--- src/rtl/audio_mon_pkg.sv ---
// Shared types and code-limit helpers for the audio sample monitor.
package audio_mon_pkg;

    typedef enum logic [1:0] {
        MODE_RAW  = 2'd0,
        MODE_ABS  = 2'd1,
        MODE_PEAK = 2'd2,
        MODE_CLIP = 2'd3
    } mode_e;

    // Two's complement extremes for a given width, returned in the low 'width' bits.
    function automatic logic [63:0] sample_max(input int width);
        return (64'd1 << (width - 1)) - 64'd1;
    endfunction

    function automatic logic [63:0] sample_min(input int width);
        return 64'd1 << (width - 1);
    endfunction

endpackage

--- src/rtl/abs_sat.sv ---
// Saturating magnitude of a two's complement sample; the most-negative code maps to max positive.
module abs_sat
    import audio_mon_pkg::*;
#(
    parameter int W = 24
) (
    input  logic [W-1:0] x_i,
    output logic [W-1:0] y_o
);

    localparam logic [W-1:0] MIN_CODE = W'(sample_min(W));
    localparam logic [W-1:0] MAX_CODE = W'(sample_max(W));

    always_comb begin
        y_o = x_i;
        if (x_i == MIN_CODE) begin
            y_o = MAX_CODE;
        end else if (x_i[W-1]) begin
            y_o = -x_i;
        end
    end

endmodule

--- src/rtl/audio_sample_monitor.sv ---
// Codec strobe edge detect, display decimation, per-channel snapshot/peak/clip state,
// and a registered channel/mode selection for the seven-segment path.
module audio_sample_monitor
    import audio_mon_pkg::*;
#(
    parameter int SAMPLE_W    = 24,
    parameter int NUM_CH      = 2,
    parameter int DECIM       = 8192,
    parameter int DECAY_SHIFT = 4,
    parameter int CH_W        = (NUM_CH > 1) ? $clog2(NUM_CH) : 1
) (
    input  logic                       CLOCK_50,
    input  logic                       reset,
    input  logic                       advance,
    input  logic [NUM_CH*SAMPLE_W-1:0] sample_in,
    input  logic [CH_W-1:0]            chan_sel,
    input  logic [1:0]                 mode,
    input  logic                       freeze,
    input  logic                       clip_clr,
    output logic [SAMPLE_W-1:0]        display_value,
    output logic                       update,
    output logic [NUM_CH-1:0]          clip
);

    localparam int                   CNT_W    = $clog2(DECIM);
    localparam logic [CNT_W-1:0]     CNT_LAST = CNT_W'(DECIM - 1);
    localparam logic [SAMPLE_W-1:0]  MAX_CODE = SAMPLE_W'(sample_max(SAMPLE_W));
    localparam logic [SAMPLE_W-1:0]  MIN_CODE = SAMPLE_W'(sample_min(SAMPLE_W));

    logic             adv_q;
    logic [CNT_W-1:0] cnt_q, cnt_d;
    logic             adv_rise, tick, snap_en;

    assign adv_rise = advance & ~adv_q;
    assign tick     = adv_rise && (cnt_q == CNT_LAST);
    assign snap_en  = tick & ~freeze;

    always_comb begin
        cnt_d = cnt_q;
        if (tick) begin
            cnt_d = '0;
        end else if (adv_rise) begin
            cnt_d = cnt_q + CNT_W'(1);
        end
    end

    always_ff @(posedge CLOCK_50) begin
        if (reset) begin
            adv_q <= 1'b0;
            cnt_q <= '0;
        end else begin
            adv_q <= advance;
            cnt_q <= cnt_d;
        end
    end

    // Next-state views feed the display mux so the registered value lines up with update.
    logic [NUM_CH-1:0][SAMPLE_W-1:0] snap_d_w, peak_d_w;
    logic [NUM_CH-1:0]               clip_d_w, clip_q_w;

    for (genvar k = 0; k < NUM_CH; k++) begin : g_ch
        logic [SAMPLE_W-1:0] smp, mag;
        logic [SAMPLE_W-1:0] snap_q, snap_d, peak_q, peak_d;
        logic                clip_q, clip_d;

        assign smp = sample_in[k*SAMPLE_W +: SAMPLE_W];

        abs_sat #(.W(SAMPLE_W)) u_abs (
            .x_i (smp),
            .y_o (mag)
        );

        always_comb begin
            snap_d = snap_q;
            peak_d = peak_q;
            clip_d = clip_q;
            if (snap_en) begin
                snap_d = smp;
            end
            if (adv_rise) begin
                if (mag > peak_q) begin
                    peak_d = mag;
                end else if (tick) begin
                    peak_d = peak_q - (peak_q >> DECAY_SHIFT);
                end
            end
            // A clipping strobe wins over a simultaneous clear.
            if (adv_rise && (smp == MAX_CODE || smp == MIN_CODE)) begin
                clip_d = 1'b1;
            end else if (clip_clr) begin
                clip_d = 1'b0;
            end
        end

        always_ff @(posedge CLOCK_50) begin
            if (reset) begin
                snap_q <= '0;
                peak_q <= '0;
                clip_q <= 1'b0;
            end else begin
                snap_q <= snap_d;
                peak_q <= peak_d;
                clip_q <= clip_d;
            end
        end

        assign snap_d_w[k] = snap_d;
        assign peak_d_w[k] = peak_d;
        assign clip_d_w[k] = clip_d;
        assign clip_q_w[k] = clip_q;
    end

    logic [CH_W-1:0]     ch;
    logic [SAMPLE_W-1:0] disp_raw, disp_abs, disp_d, disp_q;
    logic                upd_q;

    assign ch       = (int'(chan_sel) < NUM_CH) ? chan_sel : '0;
    assign disp_raw = snap_d_w[ch];

    abs_sat #(.W(SAMPLE_W)) u_disp_abs (
        .x_i (disp_raw),
        .y_o (disp_abs)
    );

    always_comb begin
        disp_d = disp_raw;
        case (mode_e'(mode))
            MODE_RAW:  disp_d = disp_raw;
            MODE_ABS:  disp_d = disp_abs;
            MODE_PEAK: disp_d = peak_d_w[ch];
            MODE_CLIP: disp_d = SAMPLE_W'(clip_d_w);
            default:   disp_d = disp_raw;
        endcase
    end

    always_ff @(posedge CLOCK_50) begin
        if (reset) begin
            disp_q <= '0;
            upd_q  <= 1'b0;
        end else begin
            disp_q <= disp_d;
            upd_q  <= snap_en;
        end
    end

    assign display_value = disp_q;
    assign update        = upd_q;
    assign clip          = clip_q_w;

endmodule
--- config.mk ---
export PLATFORM = sky130hd
export DESIGN_NAME = audio_sample_monitor
export DESIGN_NICKNAME = d
export VERILOG_FILES = /design/src/rtl/audio_mon_pkg.sv /design/src/rtl/abs_sat.sv /design/src/rtl/audio_sample_monitor.sv
export SDC_FILE = /design/constraint.sdc
export NUM_CORES = 1
export LEC_CHECK = 0
export CAP_MARGIN = 20
export CORE_MARGIN = 8
export CORE_UTILIZATION = 57
export DETAILED_ROUTE_END_ITERATION = 16
export GPL_TIMING_DRIVEN = 0
export PLACE_DENSITY = 0.87
export SETUP_SLACK_MARGIN = 0.4
export SYNTH_ARGS = -nofsm -noshare
export SYNTH_HDL_FRONTEND = slang
export SYNTH_HIERARCHICAL = 1
export SYNTH_SLANG_ARGS = --single-unit
--- constraint.sdc ---
create_clock -name CLOCK_50 -period 9.19 [get_ports CLOCK_50]
set_clock_uncertainty 0.1 [all_clocks]
set_input_delay 2.2975 -clock CLOCK_50 [delete_from_list [all_inputs] [get_ports CLOCK_50]]
set_output_delay 2.2975 -clock CLOCK_50 [all_outputs]
set_load 0.01 [all_outputs]
==> results by group, run 1 <==
Outcome
  • Status: finished clean

Route
  • WL/cell: 21.7 µm
  • Drt first pass iters: 8
  • Vias after detailed routing: 11900
  • Detail Route Antenna Nets: 0
  • Vias/cell: 6.58
  • DRC errors left: 0
  • DRT Wirelength: 39.2 mm
  • DRT iter0 DRCs: 1637

Clock tree
  • Clk Latency, worst-skew pair: 0.45 ns
  • H-tree Lvls: 4
  • Max Buffers Root-to-Sink: 2
  • Clock Pin Slew Worst Setup and Hold Paths: 0.06 ns
  • CTS tree: done
  • Hold Buf Count CTS: 0
  • CTS Buf Count: 17
  • Clk root buf: clkbuf_16
  • Setup bufs post-CTS: 0
  • Post-cts resize count: 0
  • TritonCTS Sinks: 137

Timing
  • Period utilisation layout: 0.866
  • Final Max Slew Viols: 0
  • Rel. slew slack: 0.388
  • Fin crit period: 7.96 ns
  • Total Neg Setup Slack: 0 ns
  • RSZ-0062 raised after global routing: false
  • Number of hold violations in the final report: 0
  • Count of final setup violators: 0
  • Slew @ Worst Pin: 0.918 ns
  • Fmax: 126 MHz

Global route
  • First-pass GRT wire length: 60.6 mm
  • Largest net degree at the start of global routing: 17
  • Vias in the first global route: 11100
  • Overall Global Routing Usage: 0.312
  • Antenna violations before repair: 1
  • Total gr overflow: 0

Synth
  • YS warnings: 6
  • Leading register cell type out of synthesis: dfxtp_1
  • Syn Std Cell Area: 11500 µm²
  • Async set-reset flop share out of synthesis: 0
  • Mean post-synth cell area: 8.01 µm²
  • Count leader, synth: nor2_1
  • List of most frequent post-synthesis cells: nor2_1, dfxtp_1, mux2i_1
  • Cell accounting for the most synthesized area: dfxtp_1
  • Gate Count Post-Synth: 1431
  • Ranking of synthesized cells by area: dfxtp_1, mux2i_1, ha_1
  • Post-Syn Nets: 1581
  • Seq/Total Area, Yosys: 0.239
  • FF+latch count, synth: 137
  • Post-synth EDFFs: 0
  • Post-synth top area share: 0.239
  • Synth unique cells: 82

Final layout
  • Fin cells: 1811
  • Share of cells above drive strength 1: 0.0604
  • Sequential cell area: 2740 µm²
  • Fillers: 1716
  • Multi-input gate area: 8070 µm²
  • Fin util: 0.659
  • ANT cells: 0
  • Post-route cell area: 13200 µm²
  • Synthesis-to-finish area growth: 14.8%
  • Number of nets in the layout: 1678

Place
  • Placer Congestion: 0.999
  • DP HPWL: 30.2 mm
  • Buffers added on ports: 78
  • Placed Cells: 1779
  • Dpl cell area: 12600 µm²

Setup path
  • CP peak stage delay: 0.59 ns
  • Nature of the critical path endpoint: register
  • Critical path's most frequent cell: a21oi_1
  • Crit-path slowest cell: or4_1
  • R2r startpoint: cnt_q[0]
  • Worst-path fanout max: 10
  • CP cell instances: clkdlybuf4s50_1, or4_1, buf_4, or3_1, buf_2, and3_1, o21ai_0, ha_1, a21oi_1, o21a_1, o211ai_1, a211o_1, o21a_1, buf_2, nor2_1, clkbuf_1, a21oi_1, a21oi_1, o21ai_0
  • CP startpoint: sample_in[30]
  • CP delay by family, top: compound AO/OA/AOI/OAI gates
  • Crit path DAT: 8.15 ns
  • CP bufs+invs: 5
  • Crit path required time: 9.38 ns
  • CP startpoint kind: input port
  • WS Path Type: in -> reg

Run
  • Max cap viols: 0

Floorplan
  • Starting Density: 0.574
  • Die X: 158 µm
  • Cell Rows: 52
  • Die height: 158 µm
  • Die area: 24900 µm²
  • Core area: 20000 µm²
  • IO Pins: 83

Power
  • Worst VDD drop: 0.148 mV
  • Leak: 0.00526 µW
  • PD cells: 161 nW/µm²
  • Tot Pwr: 2120 µW

Worst hold path
  • HP Start: cnt_q[1]
  • Hold crit path type: reg -> reg
## metal layers
metal | track usage | vias up | share of wire
met3 | 0.0655 | 160 | 0.11
met2 | 0.474 | 790 | 0.42
met4 | 0.172 | 2 | 0.052
met1 | 0.407 | 5506 | 0.41
li1 | - | 5453 | -
met5 | 0 | - | 0.00028
## area by class of cell
type | instances | share of cell area
plain buffers | 79 | 0.0291
clock buffers | 18 | 0.0334
clock inverters | 14 | 0.0104
inverters | 72 | 0.0205
multi-input cells | 1143 | 0.613
flip-flops and latches | 137 | 0.208
well taps | 270 | 0.0257
repair buffers | 78 | 0.0593
## where the power goes
group | total, µW | internal, µW | leakage [µW] | switching, µW
clock network | 693 | 385 | 0.000275 | 308
logic | 784 | 314 | 0.00388 | 470
registers | 642 | 619 | 0.00111 | 22.8
## worst paths after layout
| kind | endpoint | slack, ns | depth (start not counted) |
|---|---|---|---|
| max | display_value[18] | 1.23 | 19 |
| min | cnt_q[1] | 0.39 | 2 |
| max reg2reg | display_value[7] | 3.74 | 20 |
| min reg2reg | cnt_q[1] | 0.39 | 2 |
## layout by cell type (no fill, tap or decap), drive strengths merged, types with 12 or more instances in the layout
cell type	netlist	layout
dfxtp	137	137
nand3	19	19
ha	92	92
nor2	184	184
o211ai	12	12
nand4	32	32
o221ai	12	12
inv	72	78
nor2b	20	20
nand2	95	95
a21o	15	15
a21oi	115	115
clkbuf	46	64
xnor2	25	25
xor2	46	46
nor4	15	15
buf	33	33
o21ai	65	65
nand2b	16	16
clkdlybuf4s50	0	78
mux2i	124	124
a221oi	19	19
o41ai	16	16
or3	19	19
o31ai	23	23
nor3	15	15
## through the flow
stage / setup slack (ns) / hold WS, ns
3_5_place_dp: 1.04 / 0.377
6_report: 1.23 / 0.391
3_3_place_gp: 1.10 / 0.359
2_1_floorplan: 2.87 / 0.349
4_1_cts: 1.45 / 0.394
5_1_grt: 1.05 / 0.420
## logic make-up after synthesis
| group | share of synthesized area |
|---|---|
| buffers and inverters | 0.0570 |
| DFF | 0.239 |
| muxes | 0.108 |
| xor gates and xnor gates | 0.0543 |
| and+or+nand+nor | 0.216 |
| adders and majority gates | 0.104 |
| AOI/OAI and AO/OA | 0.221 |
## tightest hold or removal path, delay by kind of cell, from the launching register on
family / cells / cell delay, ns
flops: 1 / 0.33
simple gates: 1 / 0.06
compound gates: 1 / 0.05
## state kept, by name, summed over array words and instances (netlist names)
| signal | cells |
|---|---|
| g_ch.peak_q | 48 |
| g_ch.snap_q | 48 |
| display_value | 24 |
| cnt_q | 13 |
| g_ch.clip_q | 2 |
| adv_q | 1 |
| update | 1 |
Power figures use the tool's default switching activity.
==> run 2: changes to the inputs <==
- GPL_TIMING_DRIVEN: 0 -> not set
- SKIP_LAST_GASP: not set -> 1
==> results by group, run 2 (synthesis gave the netlist of run 1 again) <==
Setup path
  • Crit-path slowest cell: or4b_1
  • CP startpoint kind: input port
  • CP cell instances: clkdlybuf4s50_1, inv_1, ha_1, or4b_1, or4b_4, o31ai_1, mux2i_1, ha_1, nand4_1, nor4_1, o31a_1, a2bb2oi_2, nand2b_2, nor3_1, a221oi_1, o221ai_1
  • Crit path required time: 9.31 ns (-0.07 ns)
  • Crit path DAT: 8.21 ns (+0.06 ns)
  • Critical path's most frequent cell: ha_1
  • Worst-path fanout max: 19 (+9)
  • Nature of the critical path endpoint: register
  • Crit path depth: 16 (-3)
  • Worst Reg-to-Reg Cells: 15 (-25%)
  • WS Path Type: in -> reg
  • FF-to-FF setup slack: 3.34 ns (-0.40 ns)
  • CP bufs+invs: 2 (-3)
  • CP delay by family, top: simple AND/OR/NAND/NOR gates
  • CP peak stage delay: 0.64 ns (+0.05 ns)

Final layout
  • Share of cells above drive strength 1: 0.0567 (-0.00363)
  • Fillers: 1673 (-2.5%)
  • Synthesis-to-finish area growth: 12.7%
  • Highest-count cells in the layout ignoring fill and taps: nor2_1, dfxtp_1, mux2i_1
  • Commonest non-fill, non-tap cell in the layout: nor2_1
  • Number of nets in the layout: 1618 (-3.6%)
  • Post-route cell area: 12900 µm² (-1.8%)
  • ANT cells: 0 (unchanged)

Timing
  • RSZ-0062 raised after global routing: false
  • Period utilisation layout: 0.880 (+0.0136)
  • Total Neg Setup Slack: 0 ns (unchanged)
  • Rel. slew slack: 0.217 (-0.171)
  • Count of final setup violators: 0 (unchanged)
  • Final Max Slew Viols: 0 (unchanged)
  • Slew @ Worst Pin: 1.17 ns (+0.253 ns)
  • Fmax: 124 MHz (-1.6%)
  • Number of hold violations in the final report: 0 (unchanged)
  • Fin crit period: 8.09 ns (+0.125 ns)

Global route
  • Vias in the first global route: 11000 (-0.86%)
  • First-pass GRT wire length: 59.5 mm (-1.7%)
  • Antenna violations before repair: 1 (unchanged)
  • Overall Global Routing Usage: 0.305 (-0.00747)
  • Total gr overflow: 0 (unchanged)
  • Largest net degree at the start of global routing: 63 (+46)

Floorplan
  • Die X: 158 µm (unchanged)
  • Starting Density: 0.574 (unchanged)
  • Die height: 158 µm (unchanged)
  • Die area: 24900 µm² (unchanged)
  • Core area: 20000 µm² (unchanged)
  • IO Pins: 83 (unchanged)
  • Cell Rows: 52 (unchanged)

Clock tree
  • CTS Buf Count: 17 (unchanged)
  • Setup bufs post-CTS: 0 (unchanged)
  • Max Buffers Root-to-Sink: 2 (unchanged)
  • Clock Pin Slew Worst Setup and Hold Paths: 0.07 ns (about the same)
  • Hold Buf Count CTS: 0 (unchanged)
  • Post-cts resize count: 0 (unchanged)
  • CTS tree: done
  • Clk root buf: clkbuf_16
  • TritonCTS Sinks: 137 (unchanged)
  • Clk Latency, worst-skew pair: 0.44 ns (about the same)
  • H-tree Lvls: 4 (unchanged)

Worst hold path
  • Hold path depth: 2 (unchanged)
  • Hold crit path type: reg -> reg

Place
  • Placer Congestion: 0.951 (-4.8%)
  • Dpl cell area: 12400 µm² (-1.8%)
  • Buffers added on ports: 82 (+5.1%)
  • DP HPWL: 28.2 mm (-6.7%)

Route
  • Vias/cell: 6.65 (+1.1%)
  • Detail Route Antenna Nets: 0 (unchanged)
  • DRC errors left: 0 (unchanged)
  • Vias after detailed routing: 11600 (-2.3%)
  • DRT Wirelength: 37.7 mm (-3.9%)
  • WL/cell: 21.5 µm (-0.57%)
  • DRT iter0 DRCs: 1542 (-5.8%)
  • Drt first pass iters: 6 (-2)

Run
  • Max cap viols: 0 (unchanged)

Outcome
  • Status: finished clean

Power
  • PD cells: 163 nW/µm² (+1.1%)
  • Leak: 0.00516 µW (-1.9%)
  • Worst VDD drop: 0.135 mV (-9.1%)
run 2: cell count changes in the layout (fill, tap and decap cells not counted), moves of 2 or more:
cell and delta:
buf_1 -6, clkdlybuf4s50_1 +2, buf_4 +5, clkinvlp_4 +2
clkbuf_1 -45, buf_6 -4, buf_2 -11
run 2: final cells by class:
cell class / count / area, µm² / area share
clock buffer: 18 / 429 / 0.0332
clock inverter: 14 / 138 / 0.0107
sequential: 137 / 2740 / 0.212
multi-input combinational: 1143 / 8080 / 0.625
timing repair buffer: 97 / 926 / 0.0717
inverter: 72 / 270 / 0.0209
tap: 270 / 338 / 0.0261
run 2: worst reg2reg max path: cells and delay by family, from the launching register on:
kind / cells / cell delay [ns]
adder cells (fa/ha/maj): 1 / 0.18
AO/OA/AOI/OAI: 3 / 0.60
buffers and inverters: 1 / 0.38
multiplexers: 3 / 0.86
AND/OR/NAND/NOR: 7 / 3.25
flip-flops: 1 / 0.37
run 2: metrics by stage:
stage / power, µW / hold WS [ns] / instances / utilization / worst slack, ns
after floorplan: 1200 / 0.349 / 1431 / - / 2.87
after global placement: 1380 / 0.357 / 1719 / 0.619 / 0.887
after detailed placement: 1400 / 0.364 / 1719 / 0.619 / 0.896
after CTS: 2080 / 0.372 / 1751 / 0.647 / 1.31
after global routing: 2200 / 0.404 / 1751 / 0.647 / 0.714
final: 2100 / 0.368 / 1751 / 0.647 / 1.10
run 2: where the power goes:
part           leakage (µW)  switching [µW]  internal [µW]  total [µW]
Combinational       0.00379             462            311         774
Sequential          0.00111            24.7            619         644
Clock              0.000261             309            378         687
Total               0.00516             796           1310        2100
run 2: per-layer routing:
layer | part of all wire | routed length [µm] | GRT usage
met1 | 0.40 | 15200 | 0.390
met2 | 0.43 | 16200 | 0.463
met3 | 0.10 | 3950 | 0.0677
met4 | 0.062 | 2340 | 0.178
met5 | 0 | 0 | 0
run 2: worst paths after layout:
kind / start / endpoint
worst max-delay path: sample_in[0] / display_value[8]
worst min-delay path: cnt_q[1] / cnt_q[1]
worst max register to register: cnt_q[0] / display_value[9]
worst min register to register: cnt_q[1] / cnt_q[1]
==> run 3: changes to the inputs <==
- CTS_CLUSTER_DIAMETER: not set -> 100
==> results of run 3 <==
No change in the layout: final DEF, timing and power equal those of run 2.
